## src/rtl/seg7_pkg.sv

```systemverilog
// seg7_pkg: shared polarity constants, scan phase type and the hex-to-segment truth table
package seg7_pkg;
  localparam logic [7:0] SEG_OFF = 8'hFF;
  localparam logic [7:0] SEG_DP_ONLY = 8'h7F;
  localparam logic SEG_ON = 1'b0;
  localparam logic AN_ON = 1'b0;
  localparam logic AN_OFF = 1'b1;
  typedef enum logic {PH_BLANK, PH_SHOW} phase_t;
  function automatic int cw(input int n);
    return n > 1 ? $clog2(n) : 1;
  endfunction
  function automatic logic [6:0] hex_to_seg(input logic [3:0] n);
    case (n)
      4'h0: return 7'b0000001;
      4'h1: return 7'b1001111;
      4'h2: return 7'b0010010;
      4'h3: return 7'b0000110;
      4'h4: return 7'b1001100;
      4'h5: return 7'b0100100;
      4'h6: return 7'b0100000;
      4'h7: return 7'b0001111;
      4'h8: return 7'b0000000;
      4'h9: return 7'b0000100;
      4'hA: return 7'b0001000;
      4'hB: return 7'b1100000;
      4'hC: return 7'b0110001;
      4'hD: return 7'b1000010;
      4'hE: return 7'b0110000;
      default: return 7'b0111000;
    endcase
  endfunction
endpackage

```

## src/rtl/seg7_scan_timer.sv

```systemverilog
// seg7_scan_timer: slot counter, digit index, blank/show phase and frame-boundary strobe
// ports: clk, rst (sync, active-high), en (0 holds cnt/idx at 0),
//        idx (current digit), phase (BLANK during the ghost window), bnd (frame boundary this cycle)
module seg7_scan_timer import seg7_pkg::*; #(
  parameter int DIGITS = 4,
  parameter int SCAN_DIV = 50000,
  parameter int GHOST = 1000,
  parameter int IW = cw(DIGITS)
) (
  input  logic          clk,
  input  logic          rst,
  input  logic          en,
  output logic [IW-1:0] idx,
  output phase_t        phase,
  output logic          bnd
);
  localparam int CW = cw(SCAN_DIV);
  logic [CW-1:0] cnt;
  logic en_q, wrap, last;
  assign wrap = cnt == CW'(SCAN_DIV - 1);
  assign last = idx == IW'(DIGITS - 1);
  assign phase = cnt < CW'(GHOST) ? PH_BLANK : PH_SHOW;
  // the enable hold parks the scan at 0/0, so the first enabled cycle starts a fresh frame
  assign bnd = en && ((wrap && last) || !en_q);
  always_ff @(posedge clk) begin
    if (rst) begin
      cnt <= '0;
      idx <= '0;
      en_q <= 1'b0;
    end else begin
      en_q <= en;
      cnt <= (!en || wrap) ? '0 : cnt + 1'b1;
      idx <= !en ? '0 : wrap ? (last ? '0 : idx + 1'b1) : idx;
    end
  end
endmodule

```

## src/rtl/seg7_scan_controller.sv

```systemverilog
// seg7_scan_controller: double-buffered multiplexed hex display driver with ghost blanking and leading-zero blanking
// ports: clk, rst (sync, active-high), en (scan enable), ld (load val/dp/lzb into pending),
//        val (hex nibbles, nibble 0 = rightmost), dp (per-digit point), lzb (leading-zero blanking),
//        seg ({DP,A..G} active-low), an (anodes active-low), pend (load waiting), frame (active updated)
module seg7_scan_controller import seg7_pkg::*; #(
  parameter int DIGITS = 4,
  parameter int SCAN_DIV = 50000,
  parameter int GHOST = 1000
) (
  input  logic                  clk,
  input  logic                  rst,
  input  logic                  en,
  input  logic                  ld,
  input  logic [4*DIGITS-1:0]   val,
  input  logic [DIGITS-1:0]     dp,
  input  logic                  lzb,
  output logic [7:0]            seg,
  output logic [DIGITS-1:0]     an,
  output logic                  pend,
  output logic                  frame
);
  localparam int IW = cw(DIGITS);
  logic [IW-1:0] idx;
  phase_t phase;
  logic bnd, z, dark;
  logic [4*DIGITS-1:0] act_val, pnd_val;
  logic [DIGITS-1:0] act_dp, pnd_dp, blk, an_sel;
  logic act_lzb, pnd_lzb;
  logic [3:0] nib;
  logic [7:0] seg_d;
  logic [DIGITS-1:0] an_d;
  seg7_scan_timer #(.DIGITS(DIGITS), .SCAN_DIV(SCAN_DIV), .GHOST(GHOST), .IW(IW)) u_timer (
    .clk(clk), .rst(rst), .en(en), .idx(idx), .phase(phase), .bnd(bnd)
  );
  // a digit is blanked when it and every digit above it are zero; digit 0 always shows
  always_comb begin
    blk = '0;
    z = 1'b1;
    for (int i = DIGITS - 1; i >= 1; i--) begin
      z = z & (act_val[4*i +: 4] == 4'h0);
      blk[i] = z & act_lzb;
    end
  end
  assign nib = act_val[4*idx +: 4];
  assign an_sel = ~(DIGITS'(1) << idx);
  // a blanked digit with its point set keeps the anode on to light the point alone
  assign dark = !en || phase == PH_BLANK || (blk[idx] && !act_dp[idx]);
  always_comb begin
    seg_d = dark ? SEG_OFF : blk[idx] ? SEG_DP_ONLY : {act_dp[idx] ? SEG_ON : ~SEG_ON, hex_to_seg(nib)};
    an_d = dark ? {DIGITS{AN_OFF}} : an_sel;
  end
  always_ff @(posedge clk) begin
    if (rst) begin
      act_val <= '0;
      act_dp <= '0;
      act_lzb <= 1'b0;
      pnd_val <= '0;
      pnd_dp <= '0;
      pnd_lzb <= 1'b0;
      pend <= 1'b0;
      frame <= 1'b0;
      seg <= SEG_OFF;
      an <= {DIGITS{AN_OFF}};
    end else begin
      seg <= seg_d;
      an <= an_d;
      frame <= bnd && (ld || pend);
      pend <= !bnd && (ld || pend);
      if (bnd && ld) {act_val, act_dp, act_lzb} <= {val, dp, lzb};
      else if (bnd && pend) {act_val, act_dp, act_lzb} <= {pnd_val, pnd_dp, pnd_lzb};
      if (!bnd && ld) {pnd_val, pnd_dp, pnd_lzb} <= {val, dp, lzb};
    end
  end
endmodule

```

## config.mk

```make
export PLATFORM = sky130hd
export DESIGN_NAME = seg7_scan_controller
export DESIGN_NICKNAME = d
export VERILOG_FILES = /design/src/rtl/seg7_pkg.sv /design/src/rtl/seg7_scan_timer.sv /design/src/rtl/seg7_scan_controller.sv
export SDC_FILE = /design/constraint.sdc
export NUM_CORES = 1
export LEC_CHECK = 0
export ABC_AREA = 1
export CELL_PAD_IN_SITES_DETAIL_PLACEMENT = 2
export CELL_PAD_IN_SITES_GLOBAL_PLACEMENT = 2
export CORE_UTILIZATION = 30
export CTS_BUF_LIST = sky130_fd_sc_hd__clkbuf_8
export DETAILED_ROUTE_END_ITERATION = 16
export PLACE_DENSITY = 0.88
export REMOVE_ABC_BUFFERS = 1
export SETUP_SLACK_MARGIN = 0.5
export SYNTH_ARGS = -nofsm -noshare
export SYNTH_HDL_FRONTEND = slang
export SYNTH_SLANG_ARGS = --single-unit
```

## constraint.sdc

```tcl
create_clock -name clk -period 1.9 [get_ports clk]
set_clock_uncertainty 0.1 [all_clocks]
set_input_delay 0.38 -clock clk [delete_from_list [all_inputs] [get_ports clk]]
set_output_delay 0.38 -clock clk [all_outputs]
set_load 0.02 [all_outputs]
```

Yosys cells after proc, flatten, opt, wreduce, memory -nomap -nowiden:

Memory sizes are Yosys's and may differ from the RTL's.
Index checks and enable logic that the tools add are counted.

* equal/unequal tests: 2
* muxes and demuxes: 13
* $add $sub $neg: 2
* shift-type cells: 2
* reduce and logical (&&, ||, !) cells: 25
* $lt $le $gt $ge: 2
* bitwise operators: 7

Operators by type and width (number)
* $mux W16: 2
* $add A16 B1 Y16 const B: 1
* $eq A16 B16 Y1 const B: 1
* $lt A16 B10 Y1 const B: 1
* $shiftx A16 B5 Y4: 1
* $logic_not A4 Y1: 3
* $logic_and A1 B1 Y1: 8
* $mux W4: 2
* $mux W8: 1
* $reduce_or A2 Y1: 3
* $and A1 B1 Y1: 5
* $logic_or A1 B1 Y1: 5
* $mux W1: 5
* $bmux W1 S2: 2
* $logic_not A1 Y1: 4
* $not A4 Y4: 1
* $shl A1 B2 Y4 const A: 1
* $lt A2 B3 Y1 const B: 1
* $reduce_or A3 Y1: 1
* $add A2 B1 Y2 const B: 1
* $eq A2 B2 Y1 const B: 1
* $mux W2: 1
* $reduce_bool A2 Y1: 1
* $not A1 Y1: 1

* memories: 1
* register bits: 75
* ROM bits: 112
* input bits: 25
* output and inout port bits: 14
* word-level logic and storage cells: 68

Memories
* (name not given): depth 16, bits a word 7, read ports 1, clocked after memory_dff 0, write ports 0, RTL line seg7_pkg.sv:13 `case (n)`

Depth between registers and ports, before layout:

Gate-level depths: netlist of run 1.

* depth in word-level cells: 9
* gate-level depth with buffers: 11
* depth with buffers taken out: 10

Cells and area by module:

From an unflattened synthesis of run 1, not the netlist that was laid out.

* cells, all modules: 511
* area, all modules: 3671.0 um2

By module, submodules not included
* seg7_scan_controller: seq. area each 1121.1 um2, cells each 356, instances 1, area an instance 2611.3 um2
* seg7_scan_timer: seq. area each 380.4 um2, cells each 155, instances 1, area an instance 1059.8 um2

Least setup slack after synthesis of run 1:

Ideal clock, no wire load.

* path kind: register -> register
* from: register u_timer.idx[0]
* to: register seg[1]
* arrival: 1798 ps
* data required time: 1667 ps
* cell stages (with the launch flop): 10
* path slack: -131 ps
* clock period less this slack: 2031 ps
* setup time: 133 ps
* path buffers: 1
* cells stage by stage: dfxtp_1 -> buf_2 -> o21ai_0 -> a21boi_0 -> inv_1 -> ha_1 -> nand2_1 -> o21ai_0 -> nand2_1 -> o211ai_1

* longest elaborated chain between the ends: 6
* elaborated cells between the ends (all ways): 10
* classes of those cells: shift (1); mux (4); reduce/logical (4); memory (1)

Ends and longest elaborated chain
* start: declaration: RTL line seg7_scan_timer.sv:13 `output logic [IW-1:0] idx,`
* start signal: assignment: RTL line seg7_scan_timer.sv:33 `idx <= !en ? '0 : wrap ? (last ? '0 : idx + 1'b1) : idx;`
* branches (longest 6 deep; another with $mem_v2 Z16 W7)
* end signal: assignment: RTL line seg7_scan_controller.sv:65 `seg <= seg_d;`
* end: declaration: RTL line seg7_scan_controller.sv:17 `output logic [7:0] seg,`

Several ways; the timed one is not identified. The select of a mux whose other input is x is not followed.
A chain may end at the register's enable or synchronous reset.

Final worst setup path of run 1:

* from: register u_timer.cnt[0]
* to: register act_dp[0]

* longest elaborated chain between the ends: 6
* elaborated cells between the ends (all ways): 8
* classes of those cells: eq/ne (1); mux (1); reduce/logical (6)

Ends and longest elaborated chain
* start: declaration: RTL line seg7_scan_timer.sv:18 `logic [CW-1:0] cnt;`
* start signal: assignment: RTL line seg7_scan_timer.sv:32 `cnt <= (!en || wrap) ? '0 : cnt + 1'b1;`
* $eq A16 B16 Y1 (*): RTL line seg7_scan_timer.sv:20 `assign wrap = cnt == CW'(SCAN_DIV - 1);`
* $logic_and A1 B1 Y1 (*): RTL line seg7_scan_timer.sv:24 `assign bnd = en && ((wrap && last) || !en_q);`
* $logic_or A1 B1 Y1 (*): RTL line seg7_scan_timer.sv:24
* $logic_and A1 B1 Y1 (*): RTL line seg7_scan_timer.sv:24
* $logic_and A1 B1 Y1, on equally long branches: RTL line seg7_scan_controller.sv:69, seg7_scan_controller.sv:70
* $mux W4 or $reduce_bool A2 Y1 (tied branches)
* end signal: assignment: RTL line seg7_scan_controller.sv:69 `if (bnd && ld) {act_val, act_dp, act_lzb} <= {val, dp, lzb};`
* end signal: assignment: RTL line seg7_scan_controller.sv:70 `else if (bnd && pend) {act_val, act_dp, act_lzb} <= {pnd_val, pnd_dp, pnd_lzb};`
* end: declaration: RTL line seg7_scan_controller.sv:27 `logic [DIGITS-1:0] act_dp, pnd_dp, blk, an_sel;`

Every way passes the cells marked *; elsewhere a longest branch is shown, timed or not.

==> results_dict.tcl, run 1 <==
set metrics [dict create \
    vias 4136 \
    fin_nets 668 \
    final.setup.tns_ns -0.0798 \
    ctsHoldBuffers 0 \
    fin_ws_ns -0.0605 \
    ff2ff_setup_slack_ns -0.06 \
    ys_types 31 \
    drc 1 \
    clock_path_buffers 2 \
    cp_slowest_stage_delay_ns 0.37 \
    worstPathRequired_ns 2.14 \
    slew_violations 0 \
    fp.dieW_um 113 \
    detail_route.vias_per_cell 5.29 \
    drtPass1Iterations 11 \
    path_cells "ha_4 -> nand3_4 -> nor2_4 -> nand3_4 -> nand2_8 -> nand3b_4 -> buf_6 -> nand2_1 -> nand2_1 -> a21oi_2" \
    wl_mm 18.8 \
    grt_first_pass_wirelength_mm 26.1 \
    hold_viol 0 \
    p_per_area_mw_per_mm2 677 \
    htreeDepth 3 \
    crit_type "reg2reg" \
    io_pins 39 \
    track_usage_pct 27.5 \
    crit_arrival_ns 2.20 \
    final_cell_mix "nand2_1, inv_1, dfxtp_1" \
    finalSetupViolCount 3 \
    initial_utilization_pct 30.7 \
    power.switching_mw 1.25 \
    post-route-util_pct 46.8 \
    grt_max_degree 34 \
    violations "DRC, setup timing" \
    p_clk_share_pct 35.2 \
    whs_path_depth 2 \
    die_h_um 113 \
    seqPwrFrac_pct 44.4 \
    antenna_found_initial 0 \
    clkSinkCount 75 \
    p_leak_nw 2.44 \
    cts.clk_slew.worst_paths_ns 0.09 \
    endpoint "act_dp[0]" \
    die-area_sq_mm 0.0127 \
    hold_class "reg2reg" \
    finalCritPeriodShare_pct 103 \
    yosys-top-cells-area "dfxtp_1, nand2_1, inv_1" \
    portBuffers 38 \
    drive_gt1_share_pct 38.3 \
    p_sw_share_pct 32.8 \
    overflow 0 \
    fin_area_sq_mm 0.00562 \
    diodes 0 \
    row_count 40 \
    status "complete, but fails checks" \
    hold_ws_ns 0.367 \
    fin_crit_ns 1.96 \
    detail-route-antenna-nets 0 \
    ys_seq_area_share_pct 40.7 \
    drt_iter0_markers 206 \
    r2r_end "act_dp[0]" \
    worst-r2r-cell-count 10 \
    synth_cells 536 \
    fmax_mhz 510 \
    cp_max_fo 5 \
    r2r_start "u_timer.cnt[0]" \
    async_flop_share_pct 0 \
    synth_seq_cells 75 \
    final_common_cell "nand2_1" \
    placed_cell_area_sq_mm 0.00436 \
    cts_root_buf "clkbuf_8" \
    worst_pin_slew_ns 0.411 \
    irDropWorstVdd_v 0.000243 \
    pwr-share-comb_pct 20.4 \
    cp_slowest_cell "dfxtp_2" \
    syn_area_sq_mm 0.00369 \
    core_area_sq_mm 0.0120 \
    gp_congestion 0.809 \
    cts_tree "done" \
    dp_hpwl_mm 8.63 \
    clk_latency_ns 0.39 \
    maxSlewHeadroom_pct 72.6 \
    synth-edff-count 0 \
    wl_per_cell_um 24.0 \
    syn2layout_area_growth_pct 52.2 \
    drv_cap 0 \
    yosys_warnings 0 \
    critPathLaunchType "flop" \
    grt_setup_unrepaired "true" \
    cp-startpoint "u_timer.cnt[0]" \
    endpoint_kind "flop" \
    ys.flop_type "dfxtp_1" \
    synth.avg_cell_area_sq_um 6.88 \
    synth.top_cell.area_share_pct 40.7 \
    cts-buffers-inserted 9 \
    grt_pass1_vias 4518 \
    yosysTopAreaCell "dfxtp_1" \
    p_int_mw 2.55 \
]
==> per-layer routing <==
metal	share of wire [%]	wire length, um	track usage [%]
met1	39	7300	29.5
met2	53	10100	51.4
met3	2.8	518	4.71
met4	5.0	940	14.4
met5	0	0	0
==> layout make-up <==
type / instances / area (sq um)
clock buffers: 10 / 138
repair inverters: 1 / 16.3
inverters: 96 / 395
clock inverters: 4 / 43.8
repair buffers: 101 / 941
multi-input cells: 348 / 2360
fillers: 1332 / 6400
flip-flops and latches: 75 / 1540
well taps: 147 / 184
==> power by group through the flow <==
stage	registers [mW]	logic (mW)	clock network [mW]
floorplan	1.70	0.272	0
global placement	1.71	0.454	0
detailed placement	1.71	0.489	0
CTS	1.68	0.629	1.26
global route	1.69	0.827	1.39
finish	1.69	0.774	1.34
==> per-stage QoR <==
stage                     total power, mW  instances  setup WS, ns
after detailed placement             2.20        728       -0.0680
final                                3.80        782       -0.0605
after CTS                            3.56        771         0.217
after floorplan                      1.98        519        -0.282
after global placement               2.16        728        0.0362
after global routing                 3.91        782        -0.111
==> state kept, by name, summed over array words and instances (netlist names) <==
| name | cells |
|---|---|
| act_dp | 4 |
| act_lzb | 1 |
| act_val | 16 |
| an | 4 |
| frame | 1 |
| pend | 1 |
| pnd_dp | 4 |
| pnd_lzb | 1 |
| pnd_val | 16 |
| seg | 8 |
| u_timer.cnt | 16 |
| u_timer.en_q | 1 |
| u_timer.idx | 2 |
==> cell usage after synthesis, drive strengths merged, types with 2 or more instances <==
cell type	number
nor3	14
a21oi	60
nand3	23
nor2	24
ha	11
xor2	4
clkbuf	5
buf	12
o21ai	42
o211ai	5
nand2	156
nor3b	2
dfxtp	75
nand4	2
inv	95
==> worst min-delay path by stage <==
stage | startpoint | endpoint
global placement | u_timer.cnt[0] | u_timer.cnt[0]
global route | pnd_dp[3] | pnd_dp[3]
floorplan | u_timer.cnt[0] | u_timer.cnt[0]
finish | pnd_dp[3] | pnd_dp[3]
detailed placement | u_timer.cnt[0] | u_timer.cnt[0]
CTS | pnd_dp[3] | pnd_dp[3]
==> repair_timing <==
| action | 4_1_cts | 5_1_grt |
|---|---|---|
| resized for setup | 220 | 66 |
| setup buffers | 26 | 11 |
| pin swaps | 28 | 31 |
| endpoints found under the setup margin | 87 | 74 |
| hold endpoints to repair | 0 | 0 |
| gates cloned | 3 | 0 |
==> logic make-up (layout without fill, tap and decap cells) <==
logic type / after synthesis / after routing / synth area share [%]
AO/OA/AOI/OAI: 110 / 110 / 16.1
XOR/XNOR: 4 / 4 / 0.949
adder cells (fa/ha/maj): 11 / 11 / 3.73
buffers and inverters: 113 / 212 / 12.5
flip-flops: 75 / 75 / 40.7
AND/OR/NAND/NOR: 223 / 223 / 26.0
==> critical path, delay by kind of cell, from the launching register on <==
family / cells / cell delay, ns
buf+inv: 1 / 0.18
simple gates: 7 / 0.94
flops: 1 / 0.37
fa+ha+maj: 1 / 0.16
compound gates: 1 / 0.13
Power figures use the tool's default switching activity.
==> inputs of run 2 (changes only) <==
- CORE_MARGIN: unset -> 2
==> results_dict.tcl, run 2 (same netlist as run 1, synthesis figures left out) <==
set metrics [dict create \
    status "complete, but fails checks" \
    violations "setup timing" \
    detail-route-antenna-nets 0 \
    crit_top_cell "o211ai_1" \
    crit_type "reg2reg" \
    endpoint_kind "flop" \
    pwr-share-comb_pct 25.2 \
    final_cells 802 \
    fin_ws_ns -0.430 \
    drc 0 \
    wl_per_cell_um 29.3 \
    path_cells "inv_4 -> o211ai_1 -> a21boi_4 -> buf_6 -> buf_12 -> ha_1 -> nand2_1 -> o211ai_1 -> nand3_1" \
    final.setup.tns_ns -4.06 \
    overflow 0 \
    seqPwrFrac_pct 44.5 \
    critPathLaunchType "flop" \
    portBuffers 38 \
    p_int_mw 2.43 \
    drtPass1Iterations 5 \
    grt_max_degree 34 \
    row_count 40 \
    crit_buf_inv 3 \
    largest_registers "act_val (16), pnd_val (16), u_timer.cnt (16)" \
    grt_pass1_vias 4522 \
    total_power_mw 3.79 \
    die-area_sq_mm 0.0132 \
    htreeDepth 3 \
    cp_max_fo 4 \
    placed_cells 728 \
    hold_ws_ns 0.372 \
    hold_class "reg2reg" \
    gp_congestion 0.779 \
    vias 4354 \
    crit_arrival_ns 2.57 \
    cp_slowest_stage_delay_ns 0.44 \
    drive_gt1_share_pct 49.9 \
    cts_tree "done" \
    diodes 0 \
    drv_cap 0 \
    p_clk_share_pct 30.3 \
    core_area_sq_mm 0.0120 \
    io_pins 39 \
    initial_utilization_pct 30.7 \
    cts.clk_slew.worst_paths_ns 0.10 \
    dp_slack_ns -0.188 \
    die_h_um 115 \
    finalSetupViolCount 39 \
    cp_slowest_cell "o211ai_1" \
    finalCritPeriodShare_pct 123 \
    cts-buffers-inserted 9 \
    ctsHoldBuffers 0 \
    track_usage_pct 25.7 \
    post-route-util_pct 53.1 \
    worst_pin_slew_ns 0.498 \
    dp_hpwl_mm 9.09 \
    p_leak_nw 2.73 \
    fin_nets 690 \
    syn2layout_area_growth_pct 72.8 \
    fin_crit_ns 2.33 \
    fin_area_sq_mm 0.00638 \
    p_sw_share_pct 36.0 \
    irDropWorstVdd_v 0.000566 \
    final_cell_mix "inv_1, nand2_1, dfxtp_1" \
    clock_path_buffers 2 \
    placed_cell_area_sq_mm 0.00437 \
    clk_latency_ns 0.42 \
    maxSlewHeadroom_pct 66.6 \
    cts_root_buf "clkbuf_8" \
    hold_viol 0 \
    worstPathRequired_ns 2.14 \
    fp.dieW_um 115 \
    grt_setup_unrepaired "true" \
    grt_first_pass_wirelength_mm 25.5 \
    slew_violations 0 \
    path_delay_family "compound AO/OA/AOI/OAI gates" \
    drt_iter0_markers 311 \
    power.switching_mw 1.36 \
    wl_mm 23.5 \
    clkSinkCount 75 \
    antenna_found_initial 0 \
    detail_route.vias_per_cell 5.43 \
    fmax_mhz 429 \
    p_per_area_mw_per_mm2 595 \
]
-- run 2: path summary, 6_finish.rpt --
check | slack, ns | from | depth (start not counted) | endpoint
setup / recovery | -0.43 | u_timer.idx[0] | 9 | seg[3]
hold / removal | 0.37 | pnd_val[2] | 2 | pnd_val[2]
setup reg to reg | -0.43 | u_timer.idx[0] | 9 | seg[3]
hold reg to reg | 0.37 | pnd_val[2] | 2 | pnd_val[2]
-- run 2: what timing repair did --
action / 4_1_cts / 5_1_grt
endpoints found under the setup margin: 87 / 75
cloned: 3 / 8
buffers inserted: 23 / 28
hold endpoints to repair: 0 / 0
resized for setup: 180 / 249
pin swaps: 24 / 47
-- run 2: layout make-up --
class	count	area (sq um)
Clock buffer	9	124
Clock inverter	3	12.5
Fill cell	1278	5640
Inverter	96	405
Multi-Input combinational cell	350	2830
Sequential cell	75	1540
Tap cell	147	184
Timing Repair Buffer	118	1210
Timing Repair inverter	4	78.8
-- run 2: power groups by stage --
stage	combinational, mW	clock, mW	sequential (mW)
final	0.956	1.15	1.69
after global routing	1.00	1.22	1.69
after CTS	0.582	1.05	1.67
after detailed placement	0.495	0	1.71
after global placement	0.454	0	1.71
after floorplan	0.272	0	1.70
-- run 2: worst reg2reg max path, cell delays in order (launching register included) --
cell      delay [ns]
dfxtp_4         0.43
inv_4           0.07
o211ai_1        0.44
a21boi_4        0.34
buf_6           0.17
buf_12          0.12
ha_1            0.23
nand2_1         0.12
o211ai_1        0.12
nand3_1         0.11
-- run 2: per-layer routing --
metal	track usage (%)	share of wire [%]	vias to the layer above
met5	0	0	-
met4	15.3	6.8	0
met3	4.69	4.6	93
met2	47.7	52	174
met1	26.8	37	2172
li1	-	-	1915
